## src/rtl/alu_issue_stage.sv

```systemverilog
// alu_issue_stage
// ---------------------------------------------------------------------------
// Single-entry issue register between decode and the ALU. Resolves the A/B
// operands (optionally through MEM/WB forwarding), normalises illegal op codes
// to ADD with an illegal flag, and counts accepted illegal ops.
//
// Build option:
//   ALU_ISSUE_FWD_EN  defined   -> operands forwarded from MEM (priority) and
//                                  WB, and re-checked while the entry is held.
//                     undefined -> fwd_* inputs ignored; operands come straight
//                                  from the register-file / immediate inputs.
//
// Ports:
//   clk, rst_n                     clock, asynchronous active-low reset
//   in_valid/in_ready              decode handshake
//   in_op, in_rs_idx, in_rt_idx,   decoded op and register indices
//   in_rd_idx
//   in_rs_val, in_rt_val, in_imm,  register-file read data, immediate,
//   in_use_imm                     B-from-immediate select
//   fwd_mem_*, fwd_wb_*            forwarding write ports (MEM, WB)
//   out_valid/out_ready            ALU handshake
//   out_op, out_A, out_B,          issued op, operands, destination,
//   out_rd_idx, out_illegal        illegal-op flag
//   flush                          drop held entry and same-cycle input
//   err_cnt                        saturating count of accepted illegal ops
// ---------------------------------------------------------------------------
module alu_issue_stage #(
  parameter int DATA_W = 32
) (
  input  logic              clk,
  input  logic              rst_n,
  // decode side
  input  logic              in_valid,
  output logic              in_ready,
  input  logic [3:0]        in_op,
  input  logic [4:0]        in_rs_idx,
  input  logic [4:0]        in_rt_idx,
  input  logic [4:0]        in_rd_idx,
  input  logic [DATA_W-1:0] in_rs_val,
  input  logic [DATA_W-1:0] in_rt_val,
  input  logic [DATA_W-1:0] in_imm,
  input  logic              in_use_imm,
  // forwarding
  input  logic              fwd_mem_we,
  input  logic [4:0]        fwd_mem_idx,
  input  logic [DATA_W-1:0] fwd_mem_data,
  input  logic              fwd_wb_we,
  input  logic [4:0]        fwd_wb_idx,
  input  logic [DATA_W-1:0] fwd_wb_data,
  // ALU side
  output logic              out_valid,
  input  logic              out_ready,
  output logic [3:0]        out_op,
  output logic [DATA_W-1:0] out_A,
  output logic [DATA_W-1:0] out_B,
  output logic [4:0]        out_rd_idx,
  output logic              out_illegal,
  // control / status
  input  logic              flush,
  output logic [7:0]        err_cnt
);

  localparam logic [3:0] OP_AND = 4'b0000;
  localparam logic [3:0] OP_OR  = 4'b0001;
  localparam logic [3:0] OP_ADD = 4'b0010;
  localparam logic [3:0] OP_SUB = 4'b0110;
  localparam logic [3:0] OP_SLT = 4'b0111;

  function automatic logic op_legal(input logic [3:0] op);
    case (op)
      OP_AND, OP_OR, OP_ADD, OP_SUB, OP_SLT: return 1'b1;
      default:                               return 1'b0;
    endcase
  endfunction

  function automatic logic [7:0] sat_inc8(input logic [7:0] cnt);
    return (cnt == 8'hFF) ? cnt : cnt + 8'd1;
  endfunction

  // Pipeline register (stage p0 feeds the ALU directly)
  logic              vld_p0;
  logic              ill_p0;
  logic [3:0]        op_p0;
  logic [DATA_W-1:0] a_p0;
  logic [DATA_W-1:0] b_p0;
  logic [4:0]        rd_p0;
  logic [7:0]        err_cnt_q;

  logic              accept;
  logic              hold;
  logic              in_legal;
  logic [DATA_W-1:0] a_new;
  logic [DATA_W-1:0] b_new;
  logic [DATA_W-1:0] a_ref;
  logic [DATA_W-1:0] b_ref;

  assign in_ready = (!vld_p0 || out_ready) && !flush;
  assign accept   = in_valid && in_ready;
  assign hold     = vld_p0 && !out_ready;
  assign in_legal = op_legal(in_op);

`ifdef ALU_ISSUE_FWD_EN
  // Source indices of the held entry, kept so the operands can be refreshed
  // from writers that complete while the ALU is stalled.
  logic [4:0] rs_p0;
  logic [4:0] rt_p0;
  logic       use_imm_p0;

  // Index 0 is hard-wired zero in the register file and must never forward.
  function automatic logic fwd_hit(input logic       we,
                                   input logic [4:0] widx,
                                   input logic [4:0] ridx);
    return we && (widx == ridx) && (ridx != 5'd0);
  endfunction

  always_comb begin
    a_new = in_rs_val;
    if (fwd_hit(fwd_mem_we, fwd_mem_idx, in_rs_idx))
      a_new = fwd_mem_data;
    else if (fwd_hit(fwd_wb_we, fwd_wb_idx, in_rs_idx))
      a_new = fwd_wb_data;

    b_new = in_rt_val;
    if (in_use_imm)
      b_new = in_imm;
    else if (fwd_hit(fwd_mem_we, fwd_mem_idx, in_rt_idx))
      b_new = fwd_mem_data;
    else if (fwd_hit(fwd_wb_we, fwd_wb_idx, in_rt_idx))
      b_new = fwd_wb_data;

    // Held operands only change on a forwarding match; otherwise keep.
    a_ref = a_p0;
    if (fwd_hit(fwd_mem_we, fwd_mem_idx, rs_p0))
      a_ref = fwd_mem_data;
    else if (fwd_hit(fwd_wb_we, fwd_wb_idx, rs_p0))
      a_ref = fwd_wb_data;

    b_ref = b_p0;
    if (use_imm_p0)
      b_ref = b_p0;
    else if (fwd_hit(fwd_mem_we, fwd_mem_idx, rt_p0))
      b_ref = fwd_mem_data;
    else if (fwd_hit(fwd_wb_we, fwd_wb_idx, rt_p0))
      b_ref = fwd_wb_data;
  end

  always_ff @(posedge clk or negedge rst_n) begin
    if (!rst_n) begin
      rs_p0      <= '0;
      rt_p0      <= '0;
      use_imm_p0 <= 1'b0;
    end else if (accept) begin
      rs_p0      <= in_rs_idx;
      rt_p0      <= in_rt_idx;
      use_imm_p0 <= in_use_imm;
    end
  end
`else
  // Forwarding disabled: these inputs are intentionally left unconnected.
  logic unused_fwd;
  assign unused_fwd = ^{fwd_mem_we, fwd_mem_idx, fwd_mem_data,
                        fwd_wb_we, fwd_wb_idx, fwd_wb_data,
                        in_rs_idx, in_rt_idx};

  always_comb begin
    a_new = in_rs_val;
    b_new = in_use_imm ? in_imm : in_rt_val;
    a_ref = a_p0;
    b_ref = b_p0;
  end
`endif

  // Stage p0 register: flush beats accept beats transfer beats hold-refresh.
  always_ff @(posedge clk or negedge rst_n) begin
    if (!rst_n) begin
      vld_p0    <= 1'b0;
      ill_p0    <= 1'b0;
      op_p0     <= '0;
      a_p0      <= '0;
      b_p0      <= '0;
      rd_p0     <= '0;
      err_cnt_q <= '0;
    end else begin
      if (flush) begin
        vld_p0 <= 1'b0;
      end else if (accept) begin
        vld_p0 <= 1'b1;
        ill_p0 <= !in_legal;
        op_p0  <= in_legal ? in_op : OP_ADD;
        a_p0   <= a_new;
        b_p0   <= b_new;
        rd_p0  <= in_rd_idx;
      end else if (vld_p0 && out_ready) begin
        vld_p0 <= 1'b0;
      end else if (hold) begin
        a_p0 <= a_ref;
        b_p0 <= b_ref;
      end

      if (accept && !in_legal)
        err_cnt_q <= sat_inc8(err_cnt_q);
    end
  end

  assign out_valid   = vld_p0;
  assign out_illegal = ill_p0;
  assign out_op      = op_p0;
  assign out_A       = a_p0;
  assign out_B       = b_p0;
  assign out_rd_idx  = rd_p0;
  assign err_cnt     = err_cnt_q;

endmodule

```

## config.mk

```make
export PLATFORM = sky130hd
export DESIGN_NAME = alu_issue_stage
export DESIGN_NICKNAME = d
export VERILOG_FILES = /design/src/rtl/alu_issue_stage.sv
export SDC_FILE = /design/constraint.sdc
export NUM_CORES = 1
export LEC_CHECK = 0
export ABC_CLOCK_PERIOD_IN_PS = 1800
export CORE_MARGIN = 5
export CORE_UTILIZATION = 33
export DETAILED_ROUTE_END_ITERATION = 8
export PLACE_DENSITY = 0.81
export SLEW_MARGIN = 20
export SYNTH_ARGS = -nofsm -noshare
export SYNTH_HDL_FRONTEND = slang
export SYNTH_SLANG_ARGS = --single-unit
```

## constraint.sdc

```tcl
create_clock -name clk -period 1.8 [get_ports clk]
set_input_delay 0.36 -clock clk [delete_from_list [all_inputs] [get_ports clk]]
set_output_delay 0.36 -clock clk [all_outputs]
set_load 0.03 [all_outputs]
```

==> results of run 1 <==
-- cells in the final DEF (no fill, tap or decap), types with 2 or more instances in the layout --
master,synthesis,routed
dlygate4sd2_1,0,15
mux2i_1,32,32
nor3_1,3,3
nand2_1,152,152
clkdlybuf4s50_1,0,126
mux2_1,2,2
dfrtp_1,83,83
nand3_1,3,3
o21ai_0,35,35
clkbuf_8,0,9
dlymetal6s2s_1,0,50
inv_6,0,3
nand2b_1,2,2
buf_4,0,16
nor2_1,5,5
buf_12,0,5
xor2_1,5,5
nor2b_1,2,2
inv_1,2,2
-- cell type report --
type	count	area (µm²)	share of cell area, %
clock buffer	9	124	2.05
clock inverter	7	58.8	0.972
inverter	2	7.51	0.124
multi-input combinational	256	1360	22.4
sequential	83	2080	34.3
tap	136	170	2.81
timing repair buffer	214	2250	37.3
-- kinds of logic (layout without fill, tap and decap cells) --
family,Yosys count,in the layout,synth area share [%]
and+or+nand+nor,179,179,21.5
DFF,83,83,58.9
AOI/OAI and AO/OA,36,36,5.18
muxes,34,34,9.73
buffers and inverters,22,232,2.77
xor gates and xnor gates,6,6,1.49
adders and majority gates,1,1,0.355
-- power breakdown --
| group | internal, µW | switching [µW] | total, µW |
|---|---|---|---|
| registers | 2180 | 209 | 2390 |
| logic | 884 | 1170 | 2060 |
| clock network | 526 | 719 | 1240 |
-- sequential cells by signal, summed over array words and instances, names as in the netlist --
name,flops
err_cnt,8
out_A,32
out_B,32
out_illegal,1
out_op,4
out_rd_idx,5
out_valid,1
-- metrics by stage --
step                total power [µW]  hold slack, ns
finish                          5690           0.464
global placement                4540           0.339
detailed placement              4600           0.339
CTS                             5820           0.471
global route                    6050           0.503
floorplan                       3460          0.0644
-- layer usage --
layer	share of wire [%]	wire length, µm	GRT usage (%)
met5	0	0	0
met4	1.3	142	5.85
met3	11	1150	7.01
met2	47	5090	27.8
met1	41	4370	19.4
-- timing repair --
action	4_1_cts	5_1_grt
resized for setup	15	50
pin swaps	0	0
hold buffers	1	0
buffers inserted	0	0
endpoints found under the hold margin	31	0
cloned	0	0
endpoints found under the setup margin	15	50
-- final timing paths --
check                                  startpoint                     end  slack, ns
max                         out_B[30]$_DFFE_PN0P_               out_B[30]       0.05
min                         out_op[0]$_DFFE_PN0P_   out_op[0]$_DFFE_PN0P_       0.46
max reg2reg                err_cnt[0]$_DFFE_PN0P_  err_cnt[1]$_DFFE_PN0P_       0.29
min reg2reg                 out_op[0]$_DFFE_PN0P_   out_op[0]$_DFFE_PN0P_       0.46
max in group asynchronous                   rst_n   out_B[10]$_DFFE_PN0P_       0.74
min in group asynchronous                   rst_n   out_B[13]$_DFFE_PN0P_       0.49
==> results.sh, run 1 <==
export IMPL_design_area_um2=6050
export IMPL_syn_nets=559
export IMPL_worst_path_buf_inv=1
export IMPL_post_route_util_pct=58.3
export IMPL_worstRegToRegCells=5
export IMPL_max_freq_ghz=0.572
export IMPL_hold_path_class="reg -> reg"
export IMPL_yosys_top_cells_count="nand2_1, dfrtp_1, o21ai_0"
export IMPL_dieArea_um2=12800
export IMPL_fin_nets=764
export IMPL_vias=3268
export IMPL_synth_seq_cells=83
export IMPL_synth_cell_types=30
export IMPL_min_path_cells=2
export IMPL_grt_pass1_wl_um=17200
export IMPL_gr_total_overflow=0
export IMPL_fin_crit_sh_pct=97.2
export IMPL_grt_pass1_vias=3381
export IMPL_crit_arrival_ns=1.39
export IMPL_ios=281
export IMPL_setup_viol=0
export IMPL_fillCellCount=910
export IMPL_seq_area_frac_synth_pct=58.9
export IMPL_synth_flop_cell="dfrtp_1"
export IMPL_setup_tns_ns=0
export IMPL_dr_pass1_iters=7
export IMPL_path_clk_slew_ns=0.09
export IMPL_hpwl_um=8350
export IMPL_start_util_pct=34.0
export IMPL_clk_path_buf_depth=2
export IMPL_synthTopCellsByArea="dfrtp_1, nand2_1, mux2i_1"
export IMPL_dp_slack_ns=-0.161
export IMPL_cap_viol_max_count=0
export IMPL_synth_area_per_cell_um2=9.76
export IMPL_cts_num_sinks=83
export IMPL_syn_area_um2=3520
export IMPL_cts_tree="built"
export IMPL_outcome="completed"
export IMPL_crit_fanout=2
export IMPL_async_flop_share_pct=100
export IMPL_vias_per_cell=4.62
export IMPL_cts_made_buffers=9
export IMPL_final_cells=707
export IMPL_synth_edf_count=0
export IMPL_crit_type="reg -> out"
export IMPL_grt_max_degree=37
export IMPL_antenna_left=0
export IMPL_end_kind="output pin"
export IMPL_drc=0
export IMPL_finalWorstSetupSlack_ns=0.0506
export IMPL_die_y_um=113
export IMPL_max_vdd_ir_drop_mv=0.375
export IMPL_wire_per_inst_um=15.2
export IMPL_drive_gt1_share_pct=7.53
export IMPL_power_per_cell_area_nw_per_um2=940
export IMPL_track_usage_pct=16.7
export IMPL_root_buffer="clkbuf_8"
export IMPL_cp_cell_sequence="clkdlybuf4s50_1"
export IMPL_rows=37
export IMPL_synth_cells=361
export IMPL_synth_most_common_cell="nand2_1"
export IMPL_htree_levels=3
export IMPL_die_width_um=113
export IMPL_p_leak_uw=0.00340
export IMPL_fin_skew_ns=0.00740
export IMPL_grt_antenna_before_repair=0
export IMPL_synth_top_cell_area_share_pct=58.9
export IMPL_drt_iter0_drc=129
export IMPL_io_buffers=194
export IMPL_area_delta_synth_final_pct=71.6
export IMPL_place_area_um2=5750
export IMPL_n_antenna_cell=0
export IMPL_crit_required_ns=1.44
export IMPL_core_um2=10400
export IMPL_place_gp_congestion=0.880
export IMPL_clk_latency_ns=0.35
export IMPL_worst_pin_slew_ns=0.447
export IMPL_cp_top_family="buffers and inverters"
export IMPL_final_hold_violation_count=0
export IMPL_path_depth=1
export IMPL_slowest_delay_ns=0.70
export IMPL_critPathLaunchType="flop"
export IMPL_synth_top_area_cell="dfrtp_1"
export IMPL_max_slew_margin_rel_pct=70.2
export IMPL_drt_total_wl_um=10800
export IMPL_dp_cells=690
export IMPL_crit_slowest_cell="clkdlybuf4s50_1"
export IMPL_period_needed_ns=1.75
export IMPL_slew_viol_final=0
export IMPL_synth_warnings=0
No activity file was read; power rests on OpenSTA's default activity.
==> run 2, diff against run 1 <==
Settings changed: SETUP_SLACK_MARGIN from default to 0.02.
==> results.sh, run 2 (same netlist as run 1, synthesis figures left out) <==
export IMPL_dieArea_um2=12800
export IMPL_drc=0
export IMPL_core_um2=10400
export IMPL_gr_total_overflow=0
export IMPL_place_gp_congestion=0.880
export IMPL_worst_path_buf_inv=1
export IMPL_drt_total_wl_um=10800
export IMPL_crit_fanout=2
export IMPL_max_vdd_ir_drop_mv=0.372
export IMPL_post_cts_buffers=0
export IMPL_reg2reg_from="err_cnt[0]$_DFFE_PN0P_"
export IMPL_crit_required_ns=1.44
export IMPL_wire_per_inst_um=15.2
export IMPL_setup_viol=0
export IMPL_grt_max_degree=37
export IMPL_die_width_um=113
export IMPL_period_needed_ns=1.75
export IMPL_cts_num_sinks=83
export IMPL_grt_pass1_vias=3381
export IMPL_dr_pass1_iters=5
export IMPL_final_hold_violation_count=0
export IMPL_fin_crit_sh_pct=97.1
export IMPL_n_antenna_cell=0
export IMPL_max_slew_margin_rel_pct=70.2
export IMPL_crit_arrival_ns=1.39
export IMPL_vias=3246
export IMPL_vias_per_cell=4.59
export IMPL_drt_iter0_drc=138
export IMPL_slew_viol_final=0
export IMPL_max_freq_ghz=0.572
export IMPL_power_per_cell_area_nw_per_um2=940
export IMPL_grt_antenna_before_repair=0
export IMPL_dp_cells=690
export IMPL_p_leak_uw=0.00336
export IMPL_post_route_util_pct=57.9
export IMPL_cp_top_family="buffers and inverters"
export IMPL_root_buffer="clkbuf_8"
export IMPL_crit_slowest_cell="clkdlybuf4s50_1"
export IMPL_cap_viol_max_count=0
export IMPL_fin_nets=764
export IMPL_area_delta_synth_final_pct=70.5
export IMPL_clk_latency_ns=0.35
export IMPL_io_buffers=194
export IMPL_rows=37
export IMPL_clk_path_buf_depth=2
export IMPL_crit_type="reg -> out"
export IMPL_end_kind="output pin"
export IMPL_fin_skew_ns=0.00925
export IMPL_worst_pin_slew_ns=0.446
export IMPL_hpwl_um=8350
export IMPL_die_y_um=113
export IMPL_cts_tree="built"
export IMPL_cp_cell_sequence="clkdlybuf4s50_1"
export IMPL_outcome="completed"
export IMPL_cts_made_buffers=9
export IMPL_critPathLaunchType="flop"
export IMPL_ios=281
export IMPL_layout_commonest_cell="nand2_1"
export IMPL_cp_startpoint="out_B[30]$_DFFE_PN0P_"
export IMPL_hold_path_class="reg -> reg"
export IMPL_htree_levels=3
export IMPL_hp_start="out_op[0]$_DFFE_PN0P_"
export IMPL_antenna_left=0
export IMPL_slowest_delay_ns=0.69
export IMPL_drive_gt1_share_pct=7.53
export IMPL_grt_pass1_wl_um=17200
export IMPL_final_cells=707
export IMPL_track_usage_pct=16.7
export IMPL_mostFrequentLayoutCells="nand2_1, clkdlybuf4s50_1, dfrtp_1, dlymetal6s2s_1, o21ai_0"
export IMPL_path_clk_slew_ns=0.09
export IMPL_start_util_pct=34.0
==> run 2: stage by stage <==
step	instance area [µm²]	total power (µW)	worst slack [ns]	hold slack [ns]	setup TNS (ns)
after detailed placement	5750	4600	-0.161	0.339	-1.10
after floorplan	3520	3460	0.209	0.0644	0
final	6010	5640	0.0525	0.464	0
after global placement	5750	4540	-0.114	0.339	-0.553
after global routing	6010	6010	-0.00913	0.498	-0.00913
after CTS	5900	5770	0.0202	0.471	0
==> run 2: where the power goes <==
part / total [µW] / switching (µW) / internal, µW
registers: 2390 / 207 / 2180
clock network: 1240 / 717 / 526
logic: 2020 / 1170 / 844
total: 5640 / 2100 / 3550
==> run 2: path summary, 6_finish.rpt <==
kind / to / slack [ns] / cells past startpoint
max reg2reg: err_cnt[1]$_DFFE_PN0P_ / 0.28 / 5
min in group asynchronous: out_B[13]$_DFFE_PN0P_ / 0.49 / 2
min reg2reg: out_op[0]$_DFFE_PN0P_ / 0.46 / 2
max in group asynchronous: out_B[10]$_DFFE_PN0P_ / 0.74 / 3
max: out_B[30] / 0.05 / 1
min: out_op[0]$_DFFE_PN0P_ / 0.46 / 2
==> run 2: area by class of cell <==
cell class	instances	area [µm²]
Sequential cell	83	2080
Multi-Input combinational cell	256	1360
Clock buffer	9	124
Inverter	2	7.51
Tap cell	136	170
Timing Repair Buffer	214	2210
Clock inverter	7	58.8
Fill cell	919	4360
==> run 2: worst reg2reg max path, delay by kind of cell, from the launching register on <==
family                   cells  cell delay [ns]
AND/OR/NAND/NOR              3             0.48
multiplexers                 1             0.32
adder cells (fa/ha/maj)      1             0.18
flip-flops                   1             0.41
==> run 2: routing by layer <==
layer	part of all wire (%)	GRT usage (%)	vias up
li1	-	-	1583
met1	40	19.4	1504
met2	47	27.8	149
met3	11	7.01	10
met4	1.3	5.85	0
met5	0	0	-
==> run 2: repair_timing <==
item	in CTS	in global routing
endpoints found under the setup margin	34	43
hold buffers	1	0
gates resized for setup	34	43
endpoints found under the hold margin	31	0
